$ cat src/rtl/muldiv_unit.sv
// Iterative multiply/divide unit with HI/LO registers: one shift-add or
// restoring shift-subtract step per cycle, signed ops done on magnitudes.
module muldiv_unit #(
    parameter int WIDTH = 32
) (
    input  logic             clk,
    input  logic             reset,
    input  logic             start,
    input  logic [1:0]       op,
    input  logic [WIDTH-1:0] a,
    input  logic [WIDTH-1:0] b,
    input  logic             we_hi,
    input  logic             we_lo,
    input  logic [WIDTH-1:0] wdata,
    output logic             busy,
    output logic             done,
    output logic [WIDTH-1:0] hi,
    output logic [WIDTH-1:0] lo,
    output logic             div_by_zero
);

    localparam int CW = $clog2(WIDTH + 1);

    typedef enum logic {IDLE, RUN} state_t;

    state_t           state, state_nxt;
    logic [CW-1:0]    count;
    logic [2*WIDTH:0] acc, acc_step;
    logic [WIDTH-1:0] opnd;
    logic [1:0]       op_q;
    logic             neg_res, neg_rem;

    logic             a_neg, b_neg, last;
    logic [WIDTH-1:0] mag_a, mag_b;
    logic [WIDTH:0]   mul_sum, div_shift, div_diff;
    logic             div_ge, div_zero;
    logic [2*WIDTH-1:0] prod, prod_fix;
    logic [WIDTH-1:0] quo, rem, quo_fix, rem_fix, res_hi, res_lo;

    assign a_neg = op[0] & a[WIDTH-1];
    assign b_neg = op[0] & b[WIDTH-1];
    assign mag_a = a_neg ? -a : a;
    assign mag_b = b_neg ? -b : b;
    assign last  = (state == RUN) && (count == CW'(1));

    always_ff @(posedge clk or posedge reset) begin
        if (reset) state <= IDLE;
        else       state <= state_nxt;
    end

    // NOTE: every combinational output gets a default first so no path leaves it unassigned (no latch).
    always_comb begin
        state_nxt = state;
        case (state)
            IDLE:    if (start) state_nxt = RUN;
            RUN:     if (count == CW'(1)) state_nxt = IDLE;
            default: state_nxt = IDLE;
        endcase
    end

    always_comb begin
        busy = (state == RUN);
    end

    // acc holds {0, upper, lower}: product/multiplier for MUL, remainder/quotient for DIV.
    always_comb begin
        mul_sum   = {1'b0, acc[2*WIDTH-1:WIDTH]} + {1'b0, (acc[0] ? opnd : '0)};
        div_shift = acc[2*WIDTH-1:WIDTH-1];
        div_ge    = div_shift >= {1'b0, opnd};
        div_diff  = div_shift - {1'b0, opnd};
        if (op_q[1])
            acc_step = {1'b0, (div_ge ? div_diff[WIDTH-1:0] : div_shift[WIDTH-1:0]),
                        acc[WIDTH-2:0], div_ge};
        else
            acc_step = {1'b0, mul_sum, acc[WIDTH-1:1]};
    end

    // Sign fix-up on the final step's result; divide by zero forces all-ones quotient.
    always_comb begin
        div_zero = (opnd == '0);
        prod     = acc_step[2*WIDTH-1:0];
        prod_fix = neg_res ? -prod : prod;
        quo      = acc_step[WIDTH-1:0];
        rem      = acc_step[2*WIDTH-1:WIDTH];
        quo_fix  = div_zero ? '1 : (neg_res ? -quo : quo);
        rem_fix  = neg_rem ? -rem : rem;
        if (op_q[1]) begin
            res_hi = rem_fix;
            res_lo = quo_fix;
        end else begin
            res_hi = prod_fix[2*WIDTH-1:WIDTH];
            res_lo = prod_fix[WIDTH-1:0];
        end
    end

    // NOTE: sequential state uses non-blocking assignments so all registers update from pre-edge values.
    always_ff @(posedge clk or posedge reset) begin
        if (reset) begin
            count       <= '0;
            acc         <= '0;
            opnd        <= '0;
            op_q        <= '0;
            neg_res     <= 1'b0;
            neg_rem     <= 1'b0;
            done        <= 1'b0;
            hi          <= '0;
            lo          <= '0;
            div_by_zero <= 1'b0;
        end else begin
            done <= 1'b0;
            if (state == IDLE) begin
                if (we_hi) hi <= wdata;
                if (we_lo) lo <= wdata;
                if (start) begin
                    acc         <= {{(WIDTH+1){1'b0}}, (op[1] ? mag_a : mag_b)};
                    opnd        <= op[1] ? mag_b : mag_a;
                    op_q        <= op;
                    neg_res     <= a_neg ^ b_neg;
                    neg_rem     <= a_neg;
                    count       <= CW'(WIDTH);
                    div_by_zero <= 1'b0;
                end
            end else begin
                acc   <= acc_step;
                count <= count - CW'(1);
                if (last) begin
                    hi   <= res_hi;
                    lo   <= res_lo;
                    done <= 1'b1;
                    if (op_q[1]) div_by_zero <= div_zero;
                end
            end
        end
    end

endmodule

$ cat config.mk
export PLATFORM = sky130hd
export DESIGN_NAME = muldiv_unit
export DESIGN_NICKNAME = d
export VERILOG_FILES = /design/src/rtl/muldiv_unit.sv
export SDC_FILE = /design/constraint.sdc
export NUM_CORES = 1
export LEC_CHECK = 0
export ABC_AREA = 1
export BUFFER_PORTS_ARGS = -buffer_cell sky130_fd_sc_hd__buf_2
export CAP_MARGIN = 10
export CORE_ASPECT_RATIO = 1.25
export CORE_UTILIZATION = 35
export DETAILED_ROUTE_END_ITERATION = 16
export GPL_ROUTABILITY_DRIVEN = 1
export PLACE_DENSITY = 0.63
export SYNTH_ARGS = -nofsm -noshare
export SYNTH_HDL_FRONTEND = slang
export SYNTH_SLANG_ARGS = --single-unit
$ cat constraint.sdc
create_clock -name clk -period 10.9 [get_ports clk]
set_clock_uncertainty 0.05 [all_clocks]
set_input_delay 1.09 -clock clk [delete_from_list [all_inputs] [get_ports clk]]
set_output_delay 1.09 -clock clk [all_outputs]
set_load 0.01 [all_outputs]
==> results of run 1 <==
cell type report:
type	instances	area (um^2)
timing repair buffer	191	1010
tap	651	815
inverter	458	1730
sequential	172	4310
clock inverter	13	108
clock buffer	18	429
fill	5494	29900
multi-input combinational	2212	11200
metal layers:
metal / global-route usage [%] / up-vias / wire length, um / share of wire [%]
met5: 0 / - / 8 / 0.0099
li1: - / 9690 / - / -
met4: 24.2 / 2 / 7110 / 8.8
met2: 52.7 / 974 / 37900 / 47
met1: 36.0 / 9406 / 30400 / 38
met3: 4.26 / 296 / 5350 / 6.6
registers in the layout (all words and copies together), names as in the netlist:
name / count
acc: 64
hi: 32
lo: 32
opnd: 32
count: 6
busy: 1
div_by_zero: 1
done: 1
neg_rem: 1
neg_res: 1
op_q: 1
cell usage in the layout, fill, tap and decap left out, types with 4 or more instances in the layout:
cell       netlist  routed
nand2_1        827     827
inv_2           22      21
a21oi_1        160     159
o21ai_1         22      22
inv_1          429     427
nor2_4           4       5
nor2_2          23      24
o21bai_1        17      17
a22oi_1         13      13
o21ai_0        119     119
ha_1            70      70
o221ai_1        16      16
nand3b_1        11      11
nand4_1         46      46
a21oi_2          4       5
clkbuf_16        0      17
a31oi_1         21      21
clkinv_1         7       8
xor2_1          68      68
o211ai_1        28      28
dfrtp_1        172     170
xnor2_1         14      14
or2_2           25      25
nand3_1        200     200
nor3_1          46      46
buf_2           15     169
inv_6            0       8
nand3_2         14      14
nor2_1         362     360
nor4_1           7       7
buf_4            2      22
o31ai_1         13      13
nand2_2          7       7
o22ai_1         25      25
o21a_1           4       4
logic make-up after synthesis:
family	share of synthesized area [%]
flip-flops	24.4
XOR/XNOR	4.07
buffers and inverters	12.0
AO/OA/AOI/OAI	15.9
AND/OR/NAND/NOR	38.4
adder cells (fa/ha/maj)	5.19
final timing paths:
kind                                from        to  slack [ps]  cells past startpoint
worst max-delay path              acc[0]    hi[29]        5900                     27
worst min register to register  count[5]  count[5]         440                      1
worst min-delay path            count[5]  count[5]         440                      1
min in group asynchronous          reset    lo[22]         570                      2
max in group asynchronous          reset   op_q[1]        8790                      3
worst max register to register    acc[0]    hi[29]        5900                     27
stage by stage:
step,cells,util (%)
6_report,3715,39.7
5_1_grt,3715,39.7
4_1_cts,3715,39.7
3_5_place_dp,3684,38.6
3_3_place_gp,3684,38.6
2_1_floorplan,2933,-
==> results.yml, run 1 <==
run_status:
  status: "finished, final reports clean"
sta:
  timing.fmax_mhz: 200
  min_period_ps: 5000
  rsz0062_at_grt: "false"
  tightest_slew_ps: 988
  hold_slack_ps: 438
  post-route-period-util_pct: 45.9
  setup_ws_ps: 5900
  setup_viol: 0
  hold_violations: 0
  fin_setup_tns_ps: 0
  slew_viol_final: 0
  relSlewSlack_pct: 33.7
clock_network:
  cts_tree: "built"
  cts_resized: 0
  path_clk_slew_ps: 80
  cts_setup_buffers: 0
  numCtsBuffers: 17
  root_buffer: "clkbuf_16"
  cts_buffer_depth: 2
  clk_latency_ps: 480
  cts.sinks: 172
  cts-htree-levels: 4
  cts_hold_buf: 0
placed_design:
  placement.io_buffers: 169
  post_dp_cell_area_um2: 19100
  dpl_worst_slack_ps: 6140
  place_congestion: 1.09
  dp_hpwl_mm: 65.4
job:
  cap_violations: 0
worst_setup_path:
  cp_max_fo: 34
  cp.arrival_ps: 5320
  cp_top_family: "simple AND/OR/NAND/NOR gates"
  crit_type: "reg -> reg"
  slowest_delay_ps: 720
  end_kind: "register"
  path_common_cell: "nand2_1"
  path_buf_inv: 5
  cp.required_ps: 11220
  start_kind: "register"
  critPathSlowestCell: "nor2_1"
finish:
  design_area_um2: 19600
  areaGrowthSynthToFinish_pct: 11.3
  fin_nets: 3227
  drive_above_1_share_pct: 11.1
  diodes: 0
drt:
  routed_wl_mm: 80.7
  wl_per_cell_um: 21.7
  drc: 0
  vias: 20400
  ant_nets: 0
  vias_per_cell: 5.48
  firstDrtPassIters: 6
  first_iter_violations: 2320
synthesis:
  ys_top_cells_by_count: "nand2_1, inv_1, nor2_1, nand3_1, dfrtp_1"
  synth.area.top_cells: "dfrtp_1, nand2_1, inv_1"
  synthDominantCellAreaShare_pct: 24.4
  yosys_most_used_dff: "dfrtp_1"
  avgSynthCellArea_um2: 6.02
  synth_fp_nets: 3108
  netlist_area_um2: 17700
  synth_area_leader_cell: "dfrtp_1"
  yosysWarningCount: 0
  synth-edff-count: 0
  syn_inst: 2933
  ys_types: 62
  synth.most_common_cell: "nand2_1"
  ys_seq_elements: 172
  synth_sequential_area_ratio_pct: 24.4
  synthArstFlopShare_pct: 100
min_path:
  hp-class: "reg -> reg"
die:
  fp.dieArea_um2: 51300
  start_util_pct: 35.6
  io_pins: 170
  coreArea_um2: 49500
  die_w_um: 203
  row_count: 91
  fp.dieH_um: 253
global_routing:
  antenna_found_initial: 1
  grt.overflow.total: 0
  grt.total_usage_pct: 31.4
  grt_pass1_vias: 19600
  grt_max_degree: 77
  grt_pass1_wl_mm: 119
Power of run 1 is not shown: default switching activity piles up to over one toggle a cycle in this logic, so the estimate is an artifact.
==> run 2: changes to the inputs <==
ABC_AREA = 0   (was 1)
clock period = 4.8 ns   (was 10.9 ns; I/O delays follow)
==> run 2 against run 1 <==
Synthesized cell count down 25%. Flip-flop and latch count unchanged. Sequential share of layout area shrank 0.40 points. Die area shrank 6.8%. Largest cell class unchanged. Final cell count is 17% lower.
==> results.yml, run 2 <==
drt:
  routed_wl_mm: 69.2
  first_iter_violations: 1603
  ant_nets: 0
  drc: 0
  vias: 18300
  firstDrtPassIters: 7
  wl_per_cell_um: 22.5
  vias_per_cell: 5.95
finish:
  fin_nets: 2655
  drive_above_1_share_pct: 19.9
  final_cell_mix: "nand2_1, buf_4, a21oi_1"
  final_cell_count_no_fill: 3081
  final_common_cell: "nand2_1"
  areaGrowthSynthToFinish_pct: 21.7
  largest_reg_flops: 64
  largest_register: "acc"
synthesis:
  synthSimpleGateAreaFrac_pct: 24.3
  synth-compound-area-share_pct: 27.5
  netlist_area_um2: 16400
  yosysWarningCount: 0
  synth_xor_area_share_pct: 7.51
  avgSynthCellArea_um2: 7.45
  synth_fp_nets: 2382
  ys_top_cells_by_count: "nand2_1, a21oi_1, nor2_1, o21ai_0, dfrtp_1"
  synthArstFlopShare_pct: 100
  synth_area_leader_cell: "dfrtp_1"
  synth.area.top_cells: "dfrtp_1, nand2_1, a21oi_1"
  syn_inst: 2207
  synth-adder-area-share_pct: 5.57
  synth_mux_area_share_pct: 3.64
  synthDominantCellAreaShare_pct: 26.2
  synth_top_family_by_area: "compound AO/OA/AOI/OAI gates"
  synth-edff-count: 0
  synth_sequential_area_ratio_pct: 26.2
  ys_seq_elements: 172
  yosys_most_used_dff: "dfrtp_1"
  ys_types: 90
  synth.most_common_cell: "nand2_1"
global_routing:
  antenna_found_initial: 7
  grt.overflow.total: 0
  grt_pass1_vias: 17800
  grt_pass1_wl_mm: 104
  grt_max_degree: 173
  grt.total_usage_pct: 28.6
worst_setup_path:
  critPathSlowestCell: "a221oi_4"
  cp_max_fo: 4
  cp_top_family: "simple AND/OR/NAND/NOR gates"
  setup.worst_path.start: "opnd[7]"
  cp.required_ps: 5140
  path_buf_inv: 3
  cp.arrival_ps: 5010
  cp_cell_sequence: "inv_2, ha_1, and2_1, a21o_1, a221oi_4, a21o_2, a31oi_4, inv_2, ha_4, o2111ai_4, nor4_2, o21ai_1, or3_4, or3_4, buf_4, nor2_1, nor2_1, nor3_2, a21oi_1, xor2_1, a21oi_1"
  regToRegStartpoint: "opnd[7]"
  crit_type: "reg -> reg"
  start_kind: "register"
  end_kind: "register"
  slowest_delay_ps: 410
min_path:
  hp-class: "in -> async"
run_status:
  status: "finished, final reports clean"
die:
  die_w_um: 196
  fp.dieArea_um2: 47900
  io_pins: 170
  row_count: 88
  coreArea_um2: 46200
  fp.dieH_um: 244
  start_util_pct: 35.6
sta:
  setup_viol: 0
  timing.fmax_mhz: 214
  slew_viol_final: 0
  hold_violations: 0
  fin_setup_tns_ps: 0
  min_period_ps: 4670
  post-route-period-util_pct: 97.3
  hold_slack_ps: 199
  relSlewSlack_pct: 30.5
  tightest_slew_ps: 1040
clock_network:
  cts_buffer_depth: 2
  cts_hold_buf: 0
  cts-htree-levels: 4
  numCtsBuffers: 17
  cts_tree: "built"
  path_clk_slew_ps: 80
  root_buffer: "clkbuf_16"
  clk_latency_ps: 470
  cts.sinks: 172
job:
  cap_violations: 0
placed_design:
  dp_hpwl_mm: 55.2
  placed_cells: 3040
  placement.io_buffers: 169
  place_congestion: 1.08
==> run 2: cell types whose count changed in the layout (fill, tap and decap cells not counted), sizes merged, moves of 28 or more <==
cell	before	now
nand2	838	289
inv	457	85
nor2	390	191
buf	191	388
nand3	214	47
mux2i	0	56
xnor2	14	68
and2	3	55
a21oi	165	206
o21ai	144	184
a31oi	21	49
==> run 2: final cells by class <==
cell class                      count  area, um^2
Clock buffer                       17         425
Tap cell                          585         732
Sequential cell                   172        4310
Multi-Input combinational cell   1820       11500
Antenna cell                        3        7.51
Clock inverter                     15         226
Fill cell                        4713       26200
Inverter                           81         308
Timing Repair Buffer              388        2510
==> run 2: cell families after synthesis <==
kind of cell,after synthesis
simple gates,831
compound gates,717
buf+inv,215
flops,172
xor+xnor,141
fa+ha+maj,72
mux,59
==> run 2: final timing paths <==
kind                            to  slack [ps]  cells past startpoint
min in group clk            lo[29]         250                      3
hold / removal              lo[20]         200                      3
setup reg to reg            hi[30]         130                     21
hold reg to reg             lo[18]         430                      2
setup / recovery            hi[30]         130                     21
max in group asynchronous  op_q[1]        3610                      3
==> run 2: tightest hold or removal path: stages <==
cell and delay, ps:
buf_2 110, clkinvlp_4 70, buf_12 600
==> run 2: per-stage QoR <==
step	util [%]	setup slack (ps)	cell area [um^2]
2_1_floorplan	-	11.3	16400
3_3_place_gp	41.3	45.4	19100
3_5_place_dp	41.3	-118	19100
4_1_cts	42.7	104	19700
5_1_grt	43.3	-86.9	20000
6_report	43.3	129	20000
==> run 2: layer usage <==
layer  wire length, um  part of all wire [%]  up-vias  GRT usage, %
li1                  -                     -     8550             -
met1             26700                    39     8821          33.5
met2             33200                    48      754          48.7
met3              4260                   6.2      203          3.85
met4              4940                   7.1        2          19.1
met5                15                 0.022        -             0
==> run 2: timing repair <==
action,in CTS,in global routing
pin swaps,1,11
endpoints found under the setup margin,8,20
buffers inserted,0,6
gates resized for setup,2,39
Power of run 2 is left out for the same reason.
